`src/rtl/vga_scanout_pkg.sv`:
```
// Shared definitions for the SVGA scanout stage.
//   - Default 800x600@72Hz timing constants, their totals and counter widths.
//   - Scanout FSM state type.
//   - in_window(): half-open range test used for sync pulse decoding.
package vga_scanout_pkg;

  localparam int unsigned SVGA_H_VIS  = 800;
  localparam int unsigned SVGA_H_FP   = 56;
  localparam int unsigned SVGA_H_SYNC = 120;
  localparam int unsigned SVGA_H_BP   = 64;
  localparam int unsigned SVGA_H_TOTAL = SVGA_H_VIS + SVGA_H_FP + SVGA_H_SYNC + SVGA_H_BP;

  localparam int unsigned SVGA_V_VIS  = 600;
  localparam int unsigned SVGA_V_FP   = 37;
  localparam int unsigned SVGA_V_SYNC = 6;
  localparam int unsigned SVGA_V_BP   = 23;
  localparam int unsigned SVGA_V_TOTAL = SVGA_V_VIS + SVGA_V_FP + SVGA_V_SYNC + SVGA_V_BP;

  localparam int unsigned SVGA_HCBITS = 11;
  localparam int unsigned SVGA_VCBITS = 10;

  typedef enum logic [0:0] {
    StIdle,
    StRun
  } scan_state_e;

  // True when lo <= pos < lo + len.
  function automatic logic in_window(int unsigned pos, int unsigned lo, int unsigned len);
    return (pos >= lo) && (pos < lo + len);
  endfunction

endpackage

```
`src/rtl/vga_pixel_fifo.sv`:
```
// Synchronous first-word-fall-through pixel FIFO.
//   clk, rst         clock, asynchronous active-high reset (empties the FIFO)
//   push, wdata      write request and data
//   pop              read request; ignored while empty
//   rdata            head entry, valid whenever empty is low
//   empty            no entries stored
//   count            current occupancy (ABITS+1 wide)
//   count_next       occupancy after this cycle's push/pop
module vga_pixel_fifo
  import vga_scanout_pkg::*;
#(
  parameter int unsigned WIDTH = 8,
  parameter int unsigned DEPTH = 16,
  parameter int unsigned ABITS = 4
) (
  input  logic             clk,
  input  logic             rst,
  input  logic             push,
  input  logic [WIDTH-1:0] wdata,
  input  logic             pop,
  output logic [WIDTH-1:0] rdata,
  output logic             empty,
  output logic [ABITS:0]   count,
  output logic [ABITS:0]   count_next
);

  logic [WIDTH-1:0] mem_q [DEPTH];
  logic [ABITS-1:0] wr_ptr_q;
  logic [ABITS-1:0] rd_ptr_q;
  logic [ABITS:0]   count_q;
  logic             full;
  logic             do_push;
  logic             do_pop;

  assign empty   = (count_q == '0);
  assign full    = (count_q == (ABITS+1)'(DEPTH));
  assign do_pop  = pop && !empty;
  // A slot freed by a same-cycle pop may be refilled.
  assign do_push = push && (!full || do_pop);
  assign rdata   = mem_q[rd_ptr_q];
  assign count   = count_q;

  always_comb begin
    count_next = count_q;
    unique case ({do_push, do_pop})
      2'b10:   count_next = count_q + 1'b1;
      2'b01:   count_next = count_q - 1'b1;
      default: count_next = count_q;
    endcase
  end

  always_ff @(posedge clk) begin
    if (do_push) begin
      mem_q[wr_ptr_q] <= wdata;
    end
  end

  // Pointers are ABITS wide and DEPTH is a power of two, so they wrap for free.
  always_ff @(posedge clk or posedge rst) begin
    if (rst) begin
      wr_ptr_q <= '0;
      rd_ptr_q <= '0;
      count_q  <= '0;
    end else begin
      if (do_push) wr_ptr_q <= wr_ptr_q + 1'b1;
      if (do_pop)  rd_ptr_q <= rd_ptr_q + 1'b1;
      count_q <= count_next;
    end
  end

endmodule

```
`src/rtl/vga_scanout.sv`:
```
// SVGA scanout: buffers the pipeline's pixel stream, generates sync/blank timing and drives
// the DAC pins.
//   clk, rst       pixel clock, asynchronous active-high reset
//   vg__color      pixel from the pipeline, valid LATENCY cycles after a cycle with vg__stall=0
//   vg__stall      registered back-pressure to the pipeline counters
//   vga__color     registered pixel to the DAC, 0 while blanked
//   vga__hsync     registered horizontal sync, active-high
//   vga__vsync     registered vertical sync, active-high
//   vga__blank     registered, 1 outside the visible area
//   sc__underrun   sticky flag: a pop found the FIFO empty
module vga_scanout
  import vga_scanout_pkg::*;
#(
  parameter int unsigned COLORBITS = 8,
  parameter int unsigned FIFODEPTH = 16,
  parameter int unsigned FIFOBITS  = 4,
  parameter int unsigned LATENCY   = 1,
  parameter int unsigned PRIME     = 8,
  parameter int unsigned H_VIS     = SVGA_H_VIS,
  parameter int unsigned H_FP      = SVGA_H_FP,
  parameter int unsigned H_SYNC    = SVGA_H_SYNC,
  parameter int unsigned H_BP      = SVGA_H_BP,
  parameter int unsigned V_VIS     = SVGA_V_VIS,
  parameter int unsigned V_FP      = SVGA_V_FP,
  parameter int unsigned V_SYNC    = SVGA_V_SYNC,
  parameter int unsigned V_BP      = SVGA_V_BP,
  parameter int unsigned HCBITS    = SVGA_HCBITS,
  parameter int unsigned VCBITS    = SVGA_VCBITS
) (
  input  logic                 clk,
  input  logic                 rst,
  input  logic [COLORBITS-1:0] vg__color,
  output logic                 vg__stall,
  output logic [COLORBITS-1:0] vga__color,
  output logic                 vga__hsync,
  output logic                 vga__vsync,
  output logic                 vga__blank,
  output logic                 sc__underrun
);

  localparam int unsigned H_TOTAL = H_VIS + H_FP + H_SYNC + H_BP;
  localparam int unsigned V_TOTAL = V_VIS + V_FP + V_SYNC + V_BP;
  // Leaves room for the LATENCY pushes already in flight when stall rises.
  localparam int unsigned STALL_LEVEL = FIFODEPTH - LATENCY - 1;

  logic [LATENCY-1:0]   valid_q;
  logic                 stall_q;
  logic                 push;
  logic                 pop;
  scan_state_e          state_q;
  logic [HCBITS-1:0]    hc_q;
  logic [VCBITS-1:0]    vc_q;
  logic                 visible;
  logic                 hs_now;
  logic                 vs_now;
  logic [COLORBITS-1:0] color_q;
  logic                 hsync_q;
  logic                 vsync_q;
  logic                 blank_q;
  logic                 underrun_q;

  logic [COLORBITS-1:0] fifo_rdata;
  logic                 fifo_empty;
  logic [FIFOBITS:0]    fifo_count;
  logic [FIFOBITS:0]    fifo_count_next;

  assign push    = valid_q[LATENCY-1];
  assign visible = (state_q == StRun) && (hc_q < HCBITS'(H_VIS)) && (vc_q < VCBITS'(V_VIS));
  assign pop     = visible;
  assign hs_now  = (state_q == StRun) && in_window(32'(hc_q), H_VIS + H_FP, H_SYNC);
  assign vs_now  = (state_q == StRun) && in_window(32'(vc_q), V_VIS + V_FP, V_SYNC);

  vga_pixel_fifo #(
    .WIDTH (COLORBITS),
    .DEPTH (FIFODEPTH),
    .ABITS (FIFOBITS)
  ) u_fifo (
    .clk        (clk),
    .rst        (rst),
    .push       (push),
    .wdata      (vg__color),
    .pop        (pop),
    .rdata      (fifo_rdata),
    .empty      (fifo_empty),
    .count      (fifo_count),
    .count_next (fifo_count_next)
  );

  // Input side: track which cycles carry a pipeline pixel, and throttle the pipeline.
  always_ff @(posedge clk or posedge rst) begin
    if (rst) begin
      valid_q <= '0;
      stall_q <= 1'b0;
    end else begin
      valid_q[0] <= ~stall_q;
      for (int i = 1; i < int'(LATENCY); i++) begin
        valid_q[i] <= valid_q[i-1];
      end
      stall_q <= (fifo_count_next >= (FIFOBITS+1)'(STALL_LEVEL));
    end
  end

  // Scanout FSM, raster counters and registered pin outputs.
  always_ff @(posedge clk or posedge rst) begin
    if (rst) begin
      state_q <= StIdle;
      hc_q    <= '0;
      vc_q    <= '0;
      color_q <= '0;
      hsync_q <= 1'b0;
      vsync_q <= 1'b0;
      blank_q <= 1'b1;
    end else begin
      unique case (state_q)
        StIdle: begin
          hc_q    <= '0;
          vc_q    <= '0;
          color_q <= '0;
          hsync_q <= 1'b0;
          vsync_q <= 1'b0;
          blank_q <= 1'b1;
          if (fifo_count >= (FIFOBITS+1)'(PRIME)) begin
            state_q <= StRun;
          end
        end
        StRun: begin
          if (hc_q == HCBITS'(H_TOTAL - 1)) begin
            hc_q <= '0;
            vc_q <= (vc_q == VCBITS'(V_TOTAL - 1)) ? '0 : vc_q + 1'b1;
          end else begin
            hc_q <= hc_q + 1'b1;
          end
          blank_q <= ~visible;
          hsync_q <= hs_now;
          vsync_q <= vs_now;
          color_q <= (visible && !fifo_empty) ? fifo_rdata : '0;
        end
        default: state_q <= StIdle;
      endcase
    end
  end

  always_ff @(posedge clk or posedge rst) begin
    if (rst) begin
      underrun_q <= 1'b0;
    end else if (pop && fifo_empty) begin
      underrun_q <= 1'b1;
    end
  end

  assign vg__stall    = stall_q;
  assign vga__color   = color_q;
  assign vga__hsync   = hsync_q;
  assign vga__vsync   = vsync_q;
  assign vga__blank   = blank_q;
  assign sc__underrun = underrun_q;

endmodule

```
`config.mk`:
```
export PLATFORM = sky130hd
export DESIGN_NAME = vga_scanout
export DESIGN_NICKNAME = d
export VERILOG_FILES = /design/src/rtl/vga_scanout_pkg.sv /design/src/rtl/vga_pixel_fifo.sv /design/src/rtl/vga_scanout.sv
export SDC_FILE = /design/constraint.sdc
export NUM_CORES = 1
export LEC_CHECK = 0
export CORE_MARGIN = 2
export CORE_UTILIZATION = 54
export CTS_CLUSTER_DIAMETER = 30
export DETAILED_ROUTE_END_ITERATION = 10
export PLACE_DENSITY = 0.78
export SLEW_MARGIN = 25
export SYNTH_ARGS = -nofsm -noshare
export SYNTH_HDL_FRONTEND = slang
export SYNTH_SLANG_ARGS = --single-unit
```
`constraint.sdc`:
```
create_clock -name clk -period 3.45 [get_ports clk]
set_input_delay 0.345 -clock clk [delete_from_list [all_inputs] [get_ports clk]]
set_output_delay 0.345 -clock clk [all_outputs]
set_load 0.02 [all_outputs]
```
After elaboration in Yosys (flattened, before gate mapping)
Memory sizes are Yosys's and may differ from the RTL's.
Index checks and enable logic that the tools add are counted.
- RAM bits: 128
- input port bits: 10
- memories kept: 1
- register bits: 49
- eq/ne operators: 6
- multiplexer cells: 15
- reduce and logical (&&, ||, !) cells: 13
- add/subtract/negate cells: 6
- bitwise gates (word level): 3
- magnitude comparators: 8
- memory list (name ; words ; bits a word ; rd ports ; clocked after Yosys merged registers in ; wr ports ; RTL line ; RTL):
    u_fifo.mem_q ; 16 ; 8 ; 1 ; 0 ; 1 ; vga_pixel_fifo.sv:27 ; logic [WIDTH-1:0] mem_q [DEPTH];
- operator list (cell ; count):
    less-than comparator 11 x 10 -> 1 bit, second input constant ; 2
    case mux 11 bit (2 select lines) ; 1
    less-than comparator 10 bit, second input constant ; 2
    two-way mux 10 bit ; 2
    case mux 10 bit (2 select lines) ; 1
    case mux 8 bit (2 select lines) ; 1
    adder 11 x 1 -> 11 bit, second input constant ; 1
    == test 11 bit, second input constant ; 1
    >= comparator 11 x 10 -> 1 bit, second input constant ; 1
    two-way mux 11 bit ; 1
    adder 10 x 1 -> 10 bit, second input constant ; 1
    == test 10 bit, second input constant ; 1
    >= comparator 10 bit, second input constant ; 1
    >= comparator 5 x 4 -> 1 bit, second input constant ; 2
    case mux 5 bit (2 select lines) ; 1
    logical AND 1 bit ; 9
    adder 4 x 1 -> 4 bit, second input constant ; 2
    two-way mux 8 bit ; 1
    case mux 1 bit (2 select lines) ; 3
    adder 5 x 1 -> 5 bit, second input constant ; 1
    == test 5 bit, second input constant ; 1
    zero test 5 bit ; 1
    subtractor 5 x 1 -> 5 bit, second input constant ; 1
    two-way mux 1 bit ; 4
    6 further kinds ; 9

Longest topological paths before layout
- depth after elaboration: 9
- mapped depth: 13

Modules after synthesis
Synthesis repeated with hierarchy kept, for this count alone.
- cells, all modules: 468
- area total of the unflattened synthesis: 7463.4 µm²
- by module, submodules not included (module ; area each (µm²) ; instances ; seq. area each (µm²) ; cells an instance):
    vga_pixel_fifo ; 5774.3 ; 1 ; 4169.0 ; 303
    vga_scanout ; 1689.1 ; 1 ; 902.1 ; 165

Worst setup path before layout
Ideal clock, no wire load.
- kind: flip-flop to flip-flop
- from: register u_fifo.count_q[1] (netlist: u_fifo.count[1])
- to: register stall_q (netlist: vg__stall)
- required time: 3332 ps
- cell stages (with the launch flop): 12
- arrival time: 2817 ps
- path buffers: 0
- slack: 515 ps
- setup time: 118 ps
- path through: dfrtp_1 > nor3_1 > or2b_1 > o21ai_1 > nor2_1 > fa_1 > xor2_1 > and3_1 > o21ai_0 > o311ai_1 > a221o_1 > a21o_1
- longest elaborated chain between the ends: 8
- elaborated cells on any way between the ends: 13
- ends and longest elaborated chain (what ; RTL line ; RTL):
    start: declaration ; vga_pixel_fifo.sv:30 ; logic [ABITS:0] count_q;
    start signal: assignment ; vga_pixel_fifo.sv:67 ; count_q <= count_next;
    zero test 5 bit ; vga_pixel_fifo.sv:35 ; assign empty = (count_q == '0);
    zero test 1 bit ; vga_pixel_fifo.sv:37 ; assign do_pop = pop && !empty;
    logical AND 1 bit ; vga_pixel_fifo.sv:37 ;
    logical OR 1 bit ; vga_pixel_fifo.sv:39 ; assign do_push = push && (!full || do_pop);
    logical AND 1 bit ; vga_pixel_fifo.sv:39 ;
    == test 2 x 1 -> 1 bit / == test 2 bit (equally long branches) ; vga_pixel_fifo.sv:45 ; unique case ({do_push, do_pop})
    case mux 5 bit (2 select lines) (*) ; vga_pixel_fifo.sv:45 ;
    >= comparator 5 x 4 -> 1 bit (*) ; vga_scanout.sv:99 ; stall_q <= (fifo_count_next >= (FIFOBITS+1)'(STALL_LEVEL));
    end signal: assignment ; vga_scanout.sv:99 ;
    end: declaration ; vga_scanout.sv:47 ; logic stall_q;
Every way passes the cells marked *; elsewhere a longest branch is shown, timed or not.
A chain may end at the register's enable or synchronous reset.

Worst setup path in the final report
- from: register vc_q[3]
- to: register stall_q (netlist: vg__stall)
- longest elaborated chain between the ends: 8
- elaborated cells on any way between the ends: 9
- ends and longest elaborated chain (what ; RTL line ; RTL):
    start: declaration ; vga_scanout.sv:52 ; logic [VCBITS-1:0] vc_q;
    start signal: assignment ; vga_scanout.sv:129 ; vc_q <= (vc_q == VCBITS'(V_TOTAL - 1)) ? '0 : vc_q + 1'b1;
    less-than comparator 10 bit (*) ; vga_scanout.sv:68 ; assign visible = (state_q == StRun) && (hc_q < HCBITS'(H_VIS)) && (vc_q < VCBITS'(V_VIS));
    logical AND 1 bit (*) ; vga_scanout.sv:68 ;
    logical AND 1 bit (*) ; vga_pixel_fifo.sv:37 ;
    logical OR 1 bit ; vga_pixel_fifo.sv:39 ;
    logical AND 1 bit ; vga_pixel_fifo.sv:39 ;
    == test 2 x 1 -> 1 bit / == test 2 bit (equally long branches) ; vga_pixel_fifo.sv:45 ;
    case mux 5 bit (2 select lines) (*) ; vga_pixel_fifo.sv:45 ;
    net fifo_count_next[3] ; vga_scanout.sv:65 ; logic [FIFOBITS:0] fifo_count_next;
    >= comparator 5 x 4 -> 1 bit (*) ; vga_scanout.sv:99 ;
The timed path passes the listed nets; every way through them passes the cells marked *.

==> results.json <==
{
  "syn-num-nets": 480,
  "critPathMaxStageDelay_ns": 0.44,
  "synth-edff-count": 128,
  "path_cells": "a21oi_1 > o32ai_4 > nor2_4 > o21ai_1 > nor2_2 > ha_1 > a21o_1 > a21oi_1 > xnor2_1 > o21ai_0 > a221oi_1 > a21o_1",
  "fmax_mhz": 308,
  "crit_slowest_cell": "dfrtp_1",
  "tightest_slew_ns": 0.777,
  "antenna_cells": 0,
  "design_area_sq_um": 8680,
  "total_leakage_power_uw": 0.00321,
  "path_buf_inv": 0,
  "clk_pin_slew_worst_paths_ns": 0.07,
  "dr.pass1.iters": 5,
  "multi_input_area_sq_um": 2290,
  "grt_usage_pct": 22.0,
  "via_per_inst": 6.07,
  "drt-total-wl_um": 15200,
  "finalMaxSlewViolations": 0,
  "arrival_ns": 3.61,
  "die_w_um": 122,
  "antenna_found_initial": 0,
  "cts_max_level": 4,
  "hpwl_um": 9690,
  "drc": 0,
  "antenna_left": 0,
  "synth_cell_type_count": 57,
  "max_cap_viol_count": 0,
  "required_ns": 3.82,
  "num_vias": 4224,
  "dr.max_layer_used": "met4",
  "synth-seq-cells": 177,
  "path_class": "reg -> reg",
  "ys_warn_count": 0,
  "status": "finished clean",
  "ys_seq_area_share_pct": 67.7,
  "cts_buffers": 17,
  "cts_buffer_depth": 2,
  "period_minus_slack_ns": 3.24,
  "hold_viol_final": 0,
  "ir_drop_mv": 0.400,
  "wl_met1_um": 6260,
  "drt_iter0_drc": 541,
  "cts_tree": "built",
  "grt_pass1_wl_um": 23400,
  "wl_met2_um": 7700,
  "routedWlPerCell_um": 21.9,
  "register_area_sq_um": 5070,
  "wl_met3_um": 936,
  "critPathCaptureType": "flip-flop",
  "synth_cells": 456,
  "dieHeight_um": 122,
  "coreArea_sq_um": 13700,
  "die-area_sq_um": 14800,
  "power_density_nw_per_um2": 500,
  "min_period_over_period_pct": 94.0,
  "grt_max_degree": 29,
  "area_growth_pct": 16.0,
  "ys.flop_type": "edfxtp_1",
  "ios": 23,
  "clock_latency_ns": 0.43,
  "skew_ns": 0.0102,
  "fillers": 942,
  "critPathLaunchType": "flip-flop",
  "ys_async_sr_fraction_pct": 27.7,
  "postPlaceCellArea_sq_um": 8060,
  "cp_num_cells": 12,
  "setup_viol": 0,
  "rsz0062_at_grt": "false",
  "gp_congestion": 0.902,
  "crit_family": "compound AO/OA/AOI/OAI gates",
  "reg2reg_depth": 12,
  "nets": 527,
  "postCtsSetupBuffers": 0,
  "clock_sinks": 177,
  "drive_above_1_share_pct": 21.5,
  "start_util_pct": 54.6,
  "syn-mean-instance-area_sq_um": 16.4,
  "grt-ovfl-total": 0,
  "slew_headroom_pct": 48.2,
  "port_buffers": 22,
  "path_max_fanout": 6,
  "syn_area_sq_um": 7490,
  "cts-root-buf": "clkbuf_16",
  "min_path_type": "in -> async",
  "fin_tns_setup_ns": 0,
  "grt_pass1_vias": 4211,
  "power_uw": 4340,
  "rows": 43
}
cells in the final DEF, fill, tap and decap left out, types with 7 or more instances in the layout:
cell	n
a21oi_1	8
and2_1	12
buf_4	22
clkbuf_16	17
clkdlybuf4s50_1	22
dfrtp_1	47
edfxtp_1	128
ha_1	13
inv_1	10
mux4_2	40
nand2_1	28
nand3_1	9
nor2_1	35
nor3_1	7
o21ai_0	16
xnor2_1	10
xor2_1	8
worst paths after layout:
path / from / to / slack [ns]
min reg2reg: vg__stall / push / 0.45
min in group clk: vg__stall / push / 0.45
min: rst / vga__color[4] / 0.28
max: vc_q[3] / vg__stall / 0.21
max in group asynchronous: rst / vga__blank / 2.37
max reg2reg: vc_q[3] / vg__stall / 0.21
per-stage QoR:
| stage | util, % | hold WS (ns) | instances | worst slack, ns |
|---|---|---|---|---|
| after floorplan | - | 0.444 | 456 | 0.515 |
| after global placement | 58.8 | 0.437 | 664 | 0.337 |
| after detailed placement | 58.8 | 0.431 | 664 | 0.184 |
| after CTS | 63.3 | 0.285 | 696 | 0.173 |
| after global routing | 63.3 | 0.315 | 696 | 0.0158 |
| final | 63.3 | 0.280 | 696 | 0.207 |
flip-flops by register name, summed over array words and instances, names as in the netlist:
register and cells:
u_fifo.mem_q 128, hc_q 11, vc_q 10, vga__color 8, u_fifo.count 5, u_fifo.rd_ptr_q 4
u_fifo.wr_ptr_q 4, push 1, sc__underrun 1, state_q 1, vg__stall 1, vga__blank 1
vga__hsync 1, vga__vsync 1
area by class of cell:
class                           count  share of cell area, %
Inverter                           13                  0.591
Multi-Input combinational cell    248                   26.4
Clock inverter                     11                   2.06
Timing Repair Buffer               46                   4.90
Sequential cell                   177                   58.4
Clock buffer                       21                   5.07
Tap cell                          180                   2.59
power breakdown:
| group | total, uW | leakage, uW | switching (uW) | internal (uW) |
|---|---|---|---|---|
| sequential | 2290 | 0.00177 | 1.27 | 2290 |
| combinational | 48.0 | 0.00115 | 33.6 | 14.4 |
| clock | 2000 | 0.000292 | 782 | 1220 |
repair_timing:
| action | 4_1_cts | 5_1_grt |
|---|---|---|
| endpoints found under the setup margin | 0 | 1 |
| gates resized for setup | 0 | 1 |
| hold buffers | 0 | 0 |
cell usage after synthesis (3+ instances only):
master	count	share of area [%]
o31ai_1	4	0.40
nand3_1	9	0.60
a21oi_1	8	0.53
o21ai_1	3	0.20
or3_1	3	0.25
inv_1	11	0.55
a21o_1	4	0.40
dfrtp_1	48	16
and2_1	12	1.0
buf_1	4	0.20
mux4_2	40	12
nor2_1	36	1.8
edfxtp_1	128	51
nor3_1	7	0.47
nor4_1	4	0.33
clkbuf_1	7	0.35
nand4_1	4	0.33
mux2_4	3	0.60
o21ai_0	16	1.1
buf_2	6	0.40
ha_1	13	2.2
nand2_1	28	1.4
xnor2_1	10	1.2
xor2_1	8	0.94
and3_1	4	0.33
per-layer routing:
| metal | up-vias | global-route usage (%) |
|---|---|---|
| li1 | 1855 | - |
| met1 | 2188 | 29.2 |
| met2 | 155 | 35.4 |
| met3 | 26 | 5.01 |
| met4 | 0 | 8.98 |
| met5 | - | 0 |
cell families (layout without fill, tap and decap cells):
kind of cell | Yosys count | count (layout) | share of synthesized area, %
flops | 177 | 177 | 67.7
simple gates | 122 | 122 | 8.29
compound gates | 50 | 50 | 4.95
mux | 44 | 44 | 12.8
buf+inv | 31 | 91 | 1.74
xor+xnor | 18 | 18 | 2.11
fa+ha+maj | 14 | 14 | 2.44
worst reg2reg max path, stage by stage, from the launching register on:
cell      delay [ns]
dfrtp_1         0.44
a21oi_1         0.32
o32ai_4         0.18
nor2_4          0.22
o21ai_1         0.20
nor2_2          0.24
ha_1            0.28
a21o_1          0.16
a21oi_1         0.18
xnor2_1         0.21
o21ai_0         0.14
a221oi_1        0.43
a21o_1          0.17
Power figures use the tool's default switching activity.
